--- config.mk ---
export PLATFORM = sky130hd
export DESIGN_NAME = fltadd_ctrl_flat
export DESIGN_NICKNAME = d
export VERILOG_FILES = /design/src/rtl/fltadd_ctrl_if.sv /design/src/rtl/fltadd_ctrl.sv /design/src/flat_wrapper.sv
export SDC_FILE = /design/constraint.sdc
export NUM_CORES = 1
export LEC_CHECK = 0
export ABC_CLOCK_PERIOD_IN_PS = 3400
export BUFFER_PORTS_ARGS = -buffer_cell sky130_fd_sc_hd__buf_2
export CORE_UTILIZATION = 45
export DETAILED_ROUTE_END_ITERATION = 16
export GPL_ROUTABILITY_DRIVEN = 0
export GPL_TIMING_DRIVEN = 0
export PLACE_DENSITY_LB_ADDON = 0.1
export SLEW_MARGIN = 20
export SYNTH_ARGS = -nofsm -noshare
export SYNTH_HDL_FRONTEND = slang
export SYNTH_SLANG_ARGS = --single-unit
--- constraint.sdc ---
create_clock -name clk -period 3.4 [get_ports clk]
set_input_delay 0.68 -clock clk [delete_from_list [all_inputs] [get_ports clk]]
set_output_delay 0.68 -clock clk [all_outputs]
set_load 0.01 [all_outputs]
--- src/rtl/fltadd_ctrl_if.sv ---
// rtl/fltadd_ctrl_if.sv - data memory and float adder handshake bundle for fltadd_ctrl
interface fltadd_ctrl_if;
  logic [7:0]  mem_addr;
  logic        mem_wr_en;
  logic [7:0]  mem_wr_data;
  logic [7:0]  mem_rd_data;
  logic        fa_start;
  logic [15:0] fa_a;
  logic [15:0] fa_b;
  logic        fa_valid;
  logic [15:0] fa_result;

  modport master (
    output mem_addr, mem_wr_en, mem_wr_data, fa_start, fa_a, fa_b,
    input  mem_rd_data, fa_valid, fa_result
  );

  modport slave (
    input  mem_addr, mem_wr_en, mem_wr_data, fa_start, fa_a, fa_b,
    output mem_rd_data, fa_valid, fa_result
  );
endinterface

--- src/rtl/fltadd_ctrl.sv ---
// rtl/fltadd_ctrl.sv - sequencer for one half-precision add through shared data memory
module fltadd_ctrl #(
  parameter logic [7:0] BASE_ADDR  = 8'd128,
  parameter int          TIMEOUT    = 16,
  parameter bit          AUTO_START = 1'b1
) (
  input  logic             clk,
  input  logic             reset,
  input  logic             start,
  output logic             done,
  output logic             error,
  fltadd_ctrl_if.master    bus
);

  localparam int            CW       = (TIMEOUT > 1) ? $clog2(TIMEOUT) : 1;
  localparam logic [CW-1:0] CNT_LAST = CW'(TIMEOUT - 1);
  localparam logic [15:0]   QNAN     = 16'h7E00;

  typedef enum logic [3:0] {
    S_IDLE, S_RD0, S_RD1, S_RD2, S_RD3, S_LAUNCH, S_WAIT, S_WR_HI, S_WR_LO, S_DONE
  } state_t;

  state_t        state_q, state_d;
  logic [7:0]    mem_addr_q, mem_addr_d;
  logic          mem_wr_en_q, mem_wr_en_d;
  logic [7:0]    mem_wr_data_q, mem_wr_data_d;
  logic          fa_start_q, fa_start_d;
  logic [15:0]   fa_a_q, fa_a_d;
  logic [15:0]   fa_b_q, fa_b_d;
  logic [15:0]   result_q, result_d;
  logic [CW-1:0] cnt_q, cnt_d;
  logic          done_q, done_d;
  logic          error_q, error_d;
  logic          auto_armed_q, auto_armed_d;

  // Outputs are registered, so each transition loads the values of the state being entered.
  always_comb begin
    state_d       = state_q;
    mem_addr_d    = 8'h00;
    mem_wr_en_d   = 1'b0;
    mem_wr_data_d = 8'h00;
    fa_start_d    = 1'b0;
    fa_a_d        = fa_a_q;
    fa_b_d        = fa_b_q;
    result_d      = result_q;
    cnt_d         = cnt_q;
    done_d        = done_q;
    error_d       = error_q;
    auto_armed_d  = auto_armed_q;

    case (state_q)
      S_IDLE: begin
        if (start || auto_armed_q) begin
          state_d      = S_RD0;
          mem_addr_d   = BASE_ADDR;
          auto_armed_d = 1'b0;
          done_d       = 1'b0;
          error_d      = 1'b0;
        end
      end
      S_RD0: begin
        fa_a_d[15:8] = bus.mem_rd_data;
        mem_addr_d   = BASE_ADDR + 8'd1;
        state_d      = S_RD1;
      end
      S_RD1: begin
        fa_a_d[7:0] = bus.mem_rd_data;
        mem_addr_d  = BASE_ADDR + 8'd2;
        state_d     = S_RD2;
      end
      S_RD2: begin
        fa_b_d[15:8] = bus.mem_rd_data;
        mem_addr_d   = BASE_ADDR + 8'd3;
        state_d      = S_RD3;
      end
      S_RD3: begin
        fa_b_d[7:0] = bus.mem_rd_data;
        fa_start_d  = 1'b1;
        state_d     = S_LAUNCH;
      end
      S_LAUNCH: begin
        cnt_d   = '0;
        state_d = S_WAIT;
      end
      S_WAIT: begin
        if (bus.fa_valid) begin
          result_d      = bus.fa_result;
          mem_addr_d    = BASE_ADDR + 8'd4;
          mem_wr_en_d   = 1'b1;
          mem_wr_data_d = bus.fa_result[15:8];
          state_d       = S_WR_HI;
        end else if (cnt_q == CNT_LAST) begin
          result_d      = QNAN;
          error_d       = 1'b1;
          mem_addr_d    = BASE_ADDR + 8'd4;
          mem_wr_en_d   = 1'b1;
          mem_wr_data_d = QNAN[15:8];
          state_d       = S_WR_HI;
        end else begin
          cnt_d = cnt_q + 1'b1;
        end
      end
      S_WR_HI: begin
        mem_addr_d    = BASE_ADDR + 8'd5;
        mem_wr_en_d   = 1'b1;
        mem_wr_data_d = result_q[7:0];
        state_d       = S_WR_LO;
      end
      S_WR_LO: begin
        done_d  = 1'b1;
        state_d = S_DONE;
      end
      S_DONE: begin
        if (start) begin
          state_d    = S_RD0;
          mem_addr_d = BASE_ADDR;
          done_d     = 1'b0;
          error_d    = 1'b0;
        end
      end
      default: state_d = S_IDLE;
    endcase
  end

  always_ff @(posedge clk) begin
    if (reset) begin
      state_q       <= S_IDLE;
      mem_addr_q    <= 8'h00;
      mem_wr_en_q   <= 1'b0;
      mem_wr_data_q <= 8'h00;
      fa_start_q    <= 1'b0;
      fa_a_q        <= 16'h0000;
      fa_b_q        <= 16'h0000;
      result_q      <= 16'h0000;
      cnt_q         <= '0;
      done_q        <= 1'b0;
      error_q       <= 1'b0;
      auto_armed_q  <= AUTO_START;
    end else begin
      state_q       <= state_d;
      mem_addr_q    <= mem_addr_d;
      mem_wr_en_q   <= mem_wr_en_d;
      mem_wr_data_q <= mem_wr_data_d;
      fa_start_q    <= fa_start_d;
      fa_a_q        <= fa_a_d;
      fa_b_q        <= fa_b_d;
      result_q      <= result_d;
      cnt_q         <= cnt_d;
      done_q        <= done_d;
      error_q       <= error_d;
      auto_armed_q  <= auto_armed_d;
    end
  end

  assign bus.mem_addr    = mem_addr_q;
  assign bus.mem_wr_en   = mem_wr_en_q;
  assign bus.mem_wr_data = mem_wr_data_q;
  assign bus.fa_start    = fa_start_q;
  assign bus.fa_a        = fa_a_q;
  assign bus.fa_b        = fa_b_q;
  assign done            = done_q;
  assign error           = error_q;

endmodule

--- src/flat_wrapper.sv ---
// flat-port wrapper written by rule: the top's interface ports become plain ports
module fltadd_ctrl_flat 
#(
  parameter logic [7:0] BASE_ADDR  = 8'd128,
  parameter int          TIMEOUT    = 16,
  parameter bit          AUTO_START = 1'b1
)
  (clk, reset, start, done, error, bus_mem_addr, bus_mem_wr_en, bus_mem_wr_data, bus_fa_start, bus_fa_a, bus_fa_b, bus_mem_rd_data, bus_fa_valid, bus_fa_result);
  fltadd_ctrl_if bus_i ();
  input  logic clk;
  input  logic reset;
  input  logic start;
  output logic done;
  output logic error;
  output wire logic [$bits(bus_i.mem_addr)-1:0] bus_mem_addr;
  output wire logic [$bits(bus_i.mem_wr_en)-1:0] bus_mem_wr_en;
  output wire logic [$bits(bus_i.mem_wr_data)-1:0] bus_mem_wr_data;
  output wire logic [$bits(bus_i.fa_start)-1:0] bus_fa_start;
  output wire logic [$bits(bus_i.fa_a)-1:0] bus_fa_a;
  output wire logic [$bits(bus_i.fa_b)-1:0] bus_fa_b;
  input wire logic [$bits(bus_i.mem_rd_data)-1:0] bus_mem_rd_data;
  input wire logic [$bits(bus_i.fa_valid)-1:0] bus_fa_valid;
  input wire logic [$bits(bus_i.fa_result)-1:0] bus_fa_result;
  assign bus_mem_addr = bus_i.mem_addr;
  assign bus_mem_wr_en = bus_i.mem_wr_en;
  assign bus_mem_wr_data = bus_i.mem_wr_data;
  assign bus_fa_start = bus_i.fa_start;
  assign bus_fa_a = bus_i.fa_a;
  assign bus_fa_b = bus_i.fa_b;
  assign bus_i.mem_rd_data = bus_mem_rd_data;
  assign bus_i.fa_valid = bus_fa_valid;
  assign bus_i.fa_result = bus_fa_result;
  fltadd_ctrl #(.BASE_ADDR(BASE_ADDR), .TIMEOUT(TIMEOUT), .AUTO_START(AUTO_START)) u_core (.clk(clk), .reset(reset), .start(start), .done(done), .error(error), .bus(bus_i));
endmodule
==> reports/qor.csv <==
stage;metric;value;unit
setup_path;critPathMaxStageDelay;0.46;ns
detailed_routing;drt.antenna.violating_nets;0;
sta;skew;0.00912;ns
place;place.detailed.hpwl;4.33;mm
detailed_routing;wl;6.24;mm
setup_path;cp_num_buf_inv;0;
layout;fin_cells;472;
sta;fin_tns_setup;0;ns
logic_synthesis;synthDominantCellAreaShare;51.2;%
logic_synthesis;syn_inst;311;
logic_synthesis;yosys-top-cells-count;nand2_1 (79), dfxtp_1 (65), a21oi_1 (53);
place;dp.cells;457;
hold_path;hold_depth;2;
global_routing;grt-ovfl-total;0;
clock_network;path_clk_slew;0.07;ns
logic_synthesis;ys.flop_type;dfxtp_1;
logic_synthesis;synth_top_area_cell;dfxtp_1;
setup_path;critPathArrivalTime;2.00;ns
detailed_routing;via_per_inst;5.08;
logic_synthesis;ys_ff_latch;65;
hold_path;hold_class;reg -> reg;
detailed_routing;wl_per_cell;13.2;um
clock_network;numClockSinks;65;
logic_synthesis;ys_seq_area_share;51.2;%
detailed_routing;drc_errors;0;
sta;period_needed;1.75;ns
global_routing;grt_pass1_wl;10.3;mm
clock_network;h-tree-depth;3;
sta;hold_viol_final;0;
power;p_leak;1.37;nW
floorplanning;start_util;48.2;%
clock_network;post-cts-setup-buffer-count;0;
setup_path;path_max_fanout;7;
clock_network;clockBufferDepth;2;
detailed_routing;vias;2396;
floorplanning;die_area;5950;um2
sta;setup_viol;0;
clock_network;cts-resized-gates;0;
layout;fillCellCount;515;
setup_path;cp.required;3.65;ns
setup_path;path_delay_family;compound AO/OA/AOI/OAI gates;
clock_network;cts_tree;yes;
setup_path;startpoint_type;register;
logic_synthesis;synthArstFlopShare;0;%
floorplanning;ios;80;
sta;rsz0062_at_grt;no;
layout;layout-drive-gt1-share;24.6;%
logic_synthesis;synth_edf_count;0;
setup_path;reg2regPathDepth;5;
floorplanning;dieHeight;77.1;um
setup_path;crit_slowest_cell;or4_1;
setup_path;path_cells;ha_1 > a31o_4 > o21a_4 > or4_1 > a21oi_1;
flow_run;drv_cap;0;
setup_path;path_class;reg -> reg;
clock_network;clk-insertion-delay-late;0.33;ns
global_routing;grt_max_degree;11;
power;finalPower;1.93;mW
global_routing;antenna_found_initial;0;
setup_path;cp-end-kind;register;
place;numPortBuffers;73;
layout;syn_to_final_growth;26.6;%
place;place_ws;1.29;ns
power;ir_worst_vdd;0.000318;V
power;power_density;600;nW/um2
layout;diodes;0;
setup_path;reg2reg_to;u_core.cnt_q[1];
logic_synthesis;ys_types;45;
hold_path;hold_end;u_core.bus.fa_b[5];
sta;tightestPinTransition;0.862;ns
setup_path;reg2reg_slack;1.65;ns
detailed_routing;drt_iter0_drc;98;
floorplanning;dieWidth;77.1;um
clock_network;holdBufCountCts;0;
logic_synthesis;synthesis.area;2540;um2
logic_synthesis;synth_area_per_cell;8.17;um2
logic_synthesis;synth_most_common_cell;nand2_1;
sta;finalMaxSlewViolations;0;
layout;nets;427;
sta;timing.fmax;572;MHz
global_routing;grt_usage;22.4;%
logic_synthesis;ys_top_cells_by_area;dfxtp_1 (51%), nand2_1 (12%), a21oi_1 (10%);
global_routing;grt_pass1_vias;2124;
setup_path;r2r_start;u_core.cnt_q[0];
clock_network;clockRootBuffer;clkbuf_8;
hold_path;min_from;u_core.bus.fa_b[5];
outcome;status;complete, no violations;
sta;timing.final.crit_share;51.4;%
logic_synthesis;ys_warn_count;0;
floorplanning;fp-row-count;26;
sta;timing.final.ws_setup;1.65;ns
clock_network;cts_made_buffers;9;
detailed_routing;drt-pass1-iter-count;4;
sta;slew_headroom;42.1;%
floorplanning;core_area;5270;um2
[area by class of cell]
| class | count | area [um2] | area share (%) |
|---|---|---|---|
| tap | 70 | 87.6 | 2.72 |
| multi-input combinational | 225 | 1130 | 35.2 |
| buffer | 20 | 104 | 3.23 |
| clock buffer | 12 | 145 | 4.52 |
| inverter | 4 | 15.0 | 0.467 |
| clock inverter | 3 | 65.1 | 2.02 |
| sequential | 65 | 1300 | 40.5 |
| timing repair buffer | 73 | 365 | 11.4 |
[where the power goes]
part | internal [mW] | switching (mW)
Combinational | 0.138 | 0.228
Sequential | 0.822 | 0.0346
Clock | 0.429 | 0.278
[sequential cells by signal, indices dropped and copies added (netlist names)]
signal / count
u_core.bus.fa_b: 16
u_core.cnt_q: 4
u_core.bus.mem_wr_en: 1
u_core.auto_armed_q: 1
u_core.result_q: 8
u_core.bus.mem_wr_data: 8
u_core.error: 1
u_core.bus.mem_addr: 4
u_core.bus.fa_a: 16
u_core.state_q: 4
u_core.bus.fa_start: 1
u_core.done: 1
[metrics by stage]
stage	instance area (um2)	hold slack (ns)	utilization, %
CTS	3210	0.453	61.0
global placement	3000	0.441	57.0
global route	3210	0.468	61.0
finish	3210	0.449	61.0
floorplan	2550	0.451	-
detailed placement	3000	0.445	57.0
[cell usage in the layout, fill, tap and decap left out, types with 5 or more instances in the layout]
cell type,n
nor2_1,27
clkbuf_8,10
nor3_1,5
nor2b_1,5
buf_4,5
a21oi_1,53
a22oi_1,10
clkbuf_1,13
nand2b_1,5
dfxtp_1,65
buf_2,75
nand2_1,79
[metal layers]
| layer | vias to the layer above | GRT usage (%) | wire length (um) | part of all wire (%) |
|---|---|---|---|---|
| li1 | 1219 | - | - | - |
| met1 | 1074 | 30.8 | 3030 | 49 |
| met2 | 87 | 31.8 | 2640 | 42 |
| met3 | 16 | 4.52 | 412 | 6.6 |
| met4 | 0 | 13.8 | 158 | 2.5 |
| met5 | - | 0 | 0 | 0 |
[worst max path at each step]
stage / from / to / cells after the start
global route: u_core.cnt_q[0] / u_core.result_q[4] / 6
global placement: reset / u_core.bus.fa_b[13] / 4
CTS: reset / u_core.bus.fa_b[11] / 4
floorplan: bus_fa_valid / u_core.cnt_q[1] / 5
finish: u_core.cnt_q[0] / u_core.cnt_q[1] / 5
detailed placement: reset / u_core.bus.fa_b[11] / 4
[cells by family (layout without fill, tap and decap cells)]
| family | count (synthesis) | in the layout | synth area share (%) |
|---|---|---|---|
| and+or+nand+nor | 138 | 138 | 23.9 |
| other | 1 | 4 | 0.148 |
| xor gates and xnor gates | 1 | 1 | 0.345 |
| AOI/OAI and AO/OA | 81 | 81 | 19.2 |
| buffers and inverters | 24 | 112 | 4.68 |
| adders and majority gates | 1 | 1 | 0.493 |
| DFF | 65 | 65 | 51.2 |
[tightest hold or removal path: stages (launching register included)]
cell and delay, ns:
dfxtp_1 0.30, nand2_1 0.05, a21oi_1 0.05
(Power assumes the default switching activity.)
